## src/rtl/chip_6502_core.sv

```systemverilog
// chip_6502_core: cycle-stepped 6502-subset CPU with a 6502-style external bus.
// Runs the reset-vector fetch and a small instruction subset (loads, ADC#,
// register inc/dec/transfer, CLC/SEC, JMP abs, STA abs); unknown opcodes act
// as 2-cycle NOPs. One bus cycle completes per posedge clk with phi=1.
//
// Ports
//   clk   in   system clock, all state updates on posedge
//   res   in   synchronous active-low reset (overrides phi, rdy, so)
//   phi   in   bus-cycle enable
//   so    in   set-overflow, falling edge (seen on enabled edges) sets P.V
//   rdy   in   ready, low stalls read cycles
//   nmi   in   reserved, ignored
//   irq   in   reserved, ignored
//   dbi   in   read data for the address on ab
//   dbo   out  write data, valid when rw=0 (holds last value otherwise)
//   rw    out  1=read, 0=write
//   sync  out  high during an opcode-fetch cycle
//   ab    out  address bus
module chip_6502_core #(
    parameter logic [7:0] RESET_SP = 8'hFD,
    parameter logic [7:0] RESET_P  = 8'h34
) (
    input  logic        clk,
    input  logic        res,
    input  logic        phi,
    input  logic        so,
    input  logic        rdy,
    input  logic        nmi,
    input  logic        irq,
    input  logic [7:0]  dbi,
    output logic [7:0]  dbo,
    output logic        rw,
    output logic        sync,
    output logic [15:0] ab
);

    localparam int unsigned AW = 16;
    localparam int unsigned DW = 8;

    // Status register bit positions
    localparam int unsigned P_C = 0;
    localparam int unsigned P_Z = 1;
    localparam int unsigned P_V = 6;
    localparam int unsigned P_N = 7;

    localparam logic [DW-1:0] OP_LDA = 8'hA9;
    localparam logic [DW-1:0] OP_LDX = 8'hA2;
    localparam logic [DW-1:0] OP_LDY = 8'hA0;
    localparam logic [DW-1:0] OP_ADC = 8'h69;
    localparam logic [DW-1:0] OP_INX = 8'hE8;
    localparam logic [DW-1:0] OP_INY = 8'hC8;
    localparam logic [DW-1:0] OP_DEX = 8'hCA;
    localparam logic [DW-1:0] OP_DEY = 8'h88;
    localparam logic [DW-1:0] OP_TAX = 8'hAA;
    localparam logic [DW-1:0] OP_TXA = 8'h8A;
    localparam logic [DW-1:0] OP_CLC = 8'h18;
    localparam logic [DW-1:0] OP_SEC = 8'h38;
    localparam logic [DW-1:0] OP_JMP = 8'h4C;
    localparam logic [DW-1:0] OP_STA = 8'h8D;

    // Each state names the bus cycle currently presented on ab
    typedef enum logic [2:0] {
        ST_VEC_LO,
        ST_VEC_HI,
        ST_FETCH,
        ST_EXEC,
        ST_ABS_LO,
        ST_ABS_HI,
        ST_WRITE
    } state_t;

    state_t        r_state, w_state_nxt;
    logic [AW-1:0] r_pc, w_pc_nxt;
    logic [AW-1:0] r_ab, w_ab_nxt;
    logic          r_rw, w_rw_nxt;
    logic          r_sync, w_sync_nxt;
    logic [DW-1:0] r_dbo, w_dbo_nxt;
    logic [DW-1:0] r_a, w_a_nxt;
    logic [DW-1:0] r_x, w_x_nxt;
    logic [DW-1:0] r_y, w_y_nxt;
    logic [DW-1:0] r_p, w_p_nxt;
    logic [DW-1:0] r_s;
    logic [DW-1:0] r_ir, w_ir_nxt;
    logic [DW-1:0] r_lo, w_lo_nxt;
    logic          r_so_prev;

    logic          w_go;
    logic          w_imm;
    logic [AW-1:0] w_pc_inc;
    logic [AW-1:0] w_abs;
    logic [DW:0]   w_sum;
    logic          w_adc_v;
    logic          w_nz_en;
    logic [DW-1:0] w_nz_val;
    logic          w_unused;

    assign dbo  = r_dbo;
    assign rw   = r_rw;
    assign sync = r_sync;
    assign ab   = r_ab;

    // Reserved inputs and the untouched stack pointer have no consumers yet
    assign w_unused = ^{nmi, irq, r_s};

    // Write cycles always complete; read cycles wait for rdy
    assign w_go     = rdy | ~r_rw;
    assign w_imm    = (r_ir == OP_LDA) || (r_ir == OP_LDX) ||
                      (r_ir == OP_LDY) || (r_ir == OP_ADC);
    assign w_pc_inc = r_pc + AW'(1);
    assign w_abs    = {dbi, r_lo};
    assign w_sum    = {1'b0, r_a} + {1'b0, dbi} + {{DW{1'b0}}, r_p[P_C]};
    // Overflow when both addends share a sign that the result does not
    assign w_adc_v  = (r_a[7] == dbi[7]) && (w_sum[7] != r_a[7]);

    // State register
    always_ff @(posedge clk) begin
        if (!res) begin
            r_state <= ST_VEC_LO;
        end else if (phi) begin
            r_state <= w_state_nxt;
        end
    end

    // Next-state, bus and register updates for the cycle ending on this edge
    always_comb begin
        w_state_nxt = r_state;
        w_pc_nxt    = r_pc;
        w_ab_nxt    = r_ab;
        w_rw_nxt    = r_rw;
        w_sync_nxt  = r_sync;
        w_dbo_nxt   = r_dbo;
        w_a_nxt     = r_a;
        w_x_nxt     = r_x;
        w_y_nxt     = r_y;
        w_p_nxt     = r_p;
        w_ir_nxt    = r_ir;
        w_lo_nxt    = r_lo;
        w_nz_en     = 1'b0;
        w_nz_val    = '0;

        if (w_go) begin
            case (r_state)
                ST_VEC_LO: begin
                    w_pc_nxt    = {r_pc[15:8], dbi};
                    w_ab_nxt    = 16'hFFFD;
                    w_state_nxt = ST_VEC_HI;
                end
                ST_VEC_HI: begin
                    w_pc_nxt    = {dbi, r_pc[7:0]};
                    w_ab_nxt    = {dbi, r_pc[7:0]};
                    w_sync_nxt  = 1'b1;
                    w_state_nxt = ST_FETCH;
                end
                ST_FETCH: begin
                    // Next cycle reads the new PC: operand byte or dummy read
                    w_ir_nxt    = dbi;
                    w_pc_nxt    = w_pc_inc;
                    w_ab_nxt    = w_pc_inc;
                    w_sync_nxt  = 1'b0;
                    w_state_nxt = ((dbi == OP_JMP) || (dbi == OP_STA)) ?
                                  ST_ABS_LO : ST_EXEC;
                end
                ST_EXEC: begin
                    case (r_ir)
                        OP_LDA: begin
                            w_a_nxt  = dbi;
                            w_nz_en  = 1'b1;
                            w_nz_val = dbi;
                        end
                        OP_LDX: begin
                            w_x_nxt  = dbi;
                            w_nz_en  = 1'b1;
                            w_nz_val = dbi;
                        end
                        OP_LDY: begin
                            w_y_nxt  = dbi;
                            w_nz_en  = 1'b1;
                            w_nz_val = dbi;
                        end
                        OP_ADC: begin
                            w_a_nxt      = w_sum[DW-1:0];
                            w_p_nxt[P_C] = w_sum[DW];
                            w_p_nxt[P_V] = w_adc_v;
                            w_nz_en      = 1'b1;
                            w_nz_val     = w_sum[DW-1:0];
                        end
                        OP_INX: begin
                            w_x_nxt  = r_x + DW'(1);
                            w_nz_en  = 1'b1;
                            w_nz_val = w_x_nxt;
                        end
                        OP_INY: begin
                            w_y_nxt  = r_y + DW'(1);
                            w_nz_en  = 1'b1;
                            w_nz_val = w_y_nxt;
                        end
                        OP_DEX: begin
                            w_x_nxt  = r_x - DW'(1);
                            w_nz_en  = 1'b1;
                            w_nz_val = w_x_nxt;
                        end
                        OP_DEY: begin
                            w_y_nxt  = r_y - DW'(1);
                            w_nz_en  = 1'b1;
                            w_nz_val = w_y_nxt;
                        end
                        OP_TAX: begin
                            w_x_nxt  = r_a;
                            w_nz_en  = 1'b1;
                            w_nz_val = r_a;
                        end
                        OP_TXA: begin
                            w_a_nxt  = r_x;
                            w_nz_en  = 1'b1;
                            w_nz_val = r_x;
                        end
                        OP_CLC: w_p_nxt[P_C] = 1'b0;
                        OP_SEC: w_p_nxt[P_C] = 1'b1;
                        default: ;
                    endcase
                    // Immediate ops consumed the byte at PC; 1-byte ops refetch it
                    if (w_imm) begin
                        w_pc_nxt = w_pc_inc;
                        w_ab_nxt = w_pc_inc;
                    end else begin
                        w_ab_nxt = r_pc;
                    end
                    w_sync_nxt  = 1'b1;
                    w_state_nxt = ST_FETCH;
                end
                ST_ABS_LO: begin
                    w_lo_nxt    = dbi;
                    w_pc_nxt    = w_pc_inc;
                    w_ab_nxt    = w_pc_inc;
                    w_state_nxt = ST_ABS_HI;
                end
                ST_ABS_HI: begin
                    if (r_ir == OP_JMP) begin
                        w_pc_nxt    = w_abs;
                        w_ab_nxt    = w_abs;
                        w_sync_nxt  = 1'b1;
                        w_state_nxt = ST_FETCH;
                    end else begin
                        w_pc_nxt    = w_pc_inc;
                        w_ab_nxt    = w_abs;
                        w_rw_nxt    = 1'b0;
                        w_dbo_nxt   = r_a;
                        w_state_nxt = ST_WRITE;
                    end
                end
                ST_WRITE: begin
                    w_rw_nxt    = 1'b1;
                    w_ab_nxt    = r_pc;
                    w_sync_nxt  = 1'b1;
                    w_state_nxt = ST_FETCH;
                end
                default: begin
                    w_state_nxt = ST_VEC_LO;
                end
            endcase

            if (w_nz_en) begin
                w_p_nxt[P_N] = w_nz_val[7];
                w_p_nxt[P_Z] = (w_nz_val == '0);
            end
        end

        // SO edge detect runs on every enabled edge, independent of rdy
        if (r_so_prev && !so) begin
            w_p_nxt[P_V] = 1'b1;
        end
    end

    // Datapath and bus registers
    always_ff @(posedge clk) begin
        if (!res) begin
            r_pc      <= '0;
            r_ab      <= 16'hFFFC;
            r_rw      <= 1'b1;
            r_sync    <= 1'b0;
            r_dbo     <= '0;
            r_a       <= '0;
            r_x       <= '0;
            r_y       <= '0;
            r_s       <= RESET_SP;
            r_p       <= RESET_P;
            r_ir      <= '0;
            r_lo      <= '0;
            r_so_prev <= 1'b0;
        end else if (phi) begin
            r_pc      <= w_pc_nxt;
            r_ab      <= w_ab_nxt;
            r_rw      <= w_rw_nxt;
            r_sync    <= w_sync_nxt;
            r_dbo     <= w_dbo_nxt;
            r_a       <= w_a_nxt;
            r_x       <= w_x_nxt;
            r_y       <= w_y_nxt;
            r_p       <= w_p_nxt;
            r_ir      <= w_ir_nxt;
            r_lo      <= w_lo_nxt;
            r_so_prev <= so;
        end
    end

endmodule

```

## config.mk

```make
export PLATFORM = sky130hd
export DESIGN_NAME = chip_6502_core
export DESIGN_NICKNAME = d
export VERILOG_FILES = /design/src/rtl/chip_6502_core.sv
export SDC_FILE = /design/constraint.sdc
export NUM_CORES = 1
export LEC_CHECK = 0
export CORE_MARGIN = 10
export CORE_UTILIZATION = 30
export DETAILED_ROUTE_END_ITERATION = 10
export HOLD_SLACK_MARGIN = 0.02
export MAX_ROUTING_LAYER = met4
export PLACE_DENSITY = 0.42
export SYNTH_ARGS = -nofsm -noshare
export SYNTH_HDL_FRONTEND = slang
export SYNTH_SLANG_ARGS = --single-unit
export TNS_END_PERCENT = 5
```

## constraint.sdc

```tcl
create_clock -name clk -period 7.06 [get_ports clk]
set_input_delay 1.412 -clock clk [delete_from_list [all_inputs] [get_ports clk]]
set_output_delay 1.412 -clock clk [all_outputs]
set_load 0.05 [all_outputs]
```

==> results.yml <==
synthesis:
  yosys_warnings: 0
  syn_nets: 740
  syn_area_per_cell_um2: 8.025
  synth_commonest_cells: "78 x dfxtp_1, 75 x nor2_1, 57 x o21ai_0, 49 x nand2_1, 42 x a21oi_1"
  synth_area_leaders: "dfxtp_1 27%, mux2i_1 5.3%, o21ai_0 5.0%"
  synth.most_common_cell: "dfxtp_1"
  ys_seq_area_share_pct: 27.48
  synth_top_cell_area_share_pct: 27.48
  ys_async_sr_fraction_pct: 0
  synth_top_area_cell: "dfxtp_1"
  synth_edf_count: 0
  synthFlopType: "dfxtp_1"
  synth_cells: 708
  synth.cell_area_mm2: 0.005682
  synth-seq-cells: 78
  ys_types: 87
timing:
  max_clock_freq_mhz: 258.6
  finalCritPeriodShare_pct: 54.77
  final_hold_viol_count: 0
  rsz0062_at_grt: "no"
  clock_skew_ns: 0.01439
  period_needed_ns: 3.867
  setup_tns_ns: 0
  maxSlewHeadroom_pct: 23.10
  worst_pin_slew_ns: 1.150
  slew_violations: 0
  setup_viol: 0
status:
  status: "complete, no violations"
pwr:
  p_int_mw: 0.8186
  total_power_mw: 1.119
  comb_power_share_pct: 10.9
  clock_power_share_pct: 47.8
  p_leak_nw: 2.362
  vdd_drop_max_mv: 0.1100
  swShare_pct: 26.83
  power.density_mw_per_mm2: 172.6
  pwr-share-seq_pct: 41.2
  p_sw_mw: 0.3002
clocking:
  worstSkewPairLatency_ns: 0.36
  cts_setup_buffers: 0
  cts_tree: "yes"
  cts_root_buffer: "clkbuf_16"
  ctsResizeCount: 0
  clk_pin_slew_ns: 0.06
  cts_max_path_buffers: 2
  numCtsBuffers: 9
  clock-sinks: 78
  cts.hold.buffers_added: 0
  cts-htree-levels: 3
global_routing:
  grt_util_all_layers_pct: 17.71
  grt_util_met2_pct: 28.79
  grt_busiest_layer: "met2"
  antenna_found_initial: 0
  first_global_vias: 5687
  grt_max_degree: 39
  use_met3_pct: 3.121
  grt_pass1_wl_um: 33180
  overflow: 0
  grt_use_met1_pct: 20.96
worst_hold_path:
  worstHoldPathType: "reg -> reg"
  worstHoldPathCells: 1
final_layout:
  antennaDiodeCount: 0
  area_growth_pct: 14.07
  layout-drive-gt1-share_pct: 10.24
  seqCellArea_mm2: 0.001562
  fin_nets: 750
  multiInputGateArea_mm2: 0.003716
  fillCellCount: 1982
setup_path:
  critPathKind: "in -> reg"
  critPathArrivalTime_ns: 4.15
  r2r_cells: 8
  endpoint_kind: "flip-flop"
  crit_path_start_kind: "input pin"
  crit_required_ns: 7.34
  cp_max_fo: 10
route:
  vias_per_cell: 5.961
  initialDrtViolationCount: 447
  wl_per_cell_um: 22.10
  vias: 5705
  drtAntennaViolNets: 0
  drc: 0
  drt_first_pass_iters: 5
  wl_um: 21150
flow_run:
  max_cap_violations: 0
floorplan:
  ios: 41
  rows: 50
  start_util_pct: 30.48
  core_mm2: 0.01864
  fp.dieArea_mm2: 0.02484
  die_h_um: 157.6
  die_w_um: 157.6
placement:
  dp_hpwl_um: 14910
  io_buffers: 37
  place_congestion: 0.9404
[layout make-up]
type | instances | share of cell area (%)
flip-flops and latches | 78 | 24.09
multi-input cells | 554 | 57.34
clock buffers | 11 | 3.900
repair buffers | 54 | 7.683
clock inverters | 5 | 1.255
well taps | 234 | 4.517
inverters | 21 | 1.216
[state kept, by name, indices dropped and copies added, names as in the netlist]
register	cells
ab	16
r_pc	16
dbo	8
r_a	8
r_ir	8
r_lo	8
r_x	8
r_state	3
r_p	1
rw	1
sync	1
[layer usage]
layer	vias to the layer above	wire, um
met4	0	694
met2	181	10190
met3	59	1013
met5	-	0
met1	2770	9255
li1	2695	-
[logic make-up after synthesis]
kind of cell / count (synthesis) / share of synthesized area (%)
buf+inv: 76 / 7.113
simple gates: 251 / 23.78
compound gates: 236 / 29.07
mux: 31 / 5.483
xor+xnor: 19 / 2.929
flops: 78 / 27.48
fa+ha+maj: 17 / 4.140
[worst paths after layout]
path,end,startpoint,slack (ns)
setup reg to reg,r_x[7],r_ir[1],3.62
hold reg to reg,ab[13],ab[13],0.47
setup / recovery,r_a[6],dbi[0],3.19
hold / removal,ab[13],ab[13],0.47
[power by group through the flow]
| stage | combinational (mW) | clock (mW) | sequential, mW |
|---|---|---|---|
| 4_1_cts | 0.122 | 0.547 | 0.461 |
| 6_report | 0.122 | 0.535 | 0.461 |
| 5_1_grt | 0.132 | 0.562 | 0.462 |
| 2_1_floorplan | 0.0715 | 0 | 0.475 |
| 3_5_place_dp | 0.122 | 0 | 0.471 |
| 3_3_place_gp | 0.121 | 0 | 0.471 |
[critical path, cell delays in order]
cell             delay, ns
clkdlybuf4s50_1       0.82
fa_1                  0.62
inv_1                 0.08
fa_1                  0.17
nand2b_1              0.17
a21oi_1               0.11
o21a_1                0.21
or3_1                 0.37
a31oi_2               0.17
[placed cells by master (no fill, tap or decap), drive strengths merged, types with 14 or more instances in the layout]
| cell | instances |
|---|---|
| nor2 | 76 |
| nor3 | 19 |
| buf | 17 |
| ha | 14 |
| inv | 18 |
| dfxtp | 78 |
| nand3 | 24 |
| a31oi | 20 |
| o21ai | 63 |
| clkdlybuf4s50 | 37 |
| mux2i | 30 |
| a21oi | 44 |
| nand2 | 49 |
[per-stage QoR]
stage / setup slack [ns] / std cells / instance area (um^2) / hold slack, ns / utilization (%)
floorplan: 4.035 / 708 / 5682 / 0.4804 / -
global placement: 2.888 / 941 / 6147 / 0.4707 / 32.97
detailed placement: 2.852 / 941 / 6147 / 0.4656 / 32.97
CTS: 3.209 / 957 / 6481 / 0.4768 / 34.77
global route: 3.079 / 957 / 6481 / 0.4864 / 34.77
finish: 3.193 / 957 / 6481 / 0.4728 / 34.77
Power figures use the tool's default switching activity.
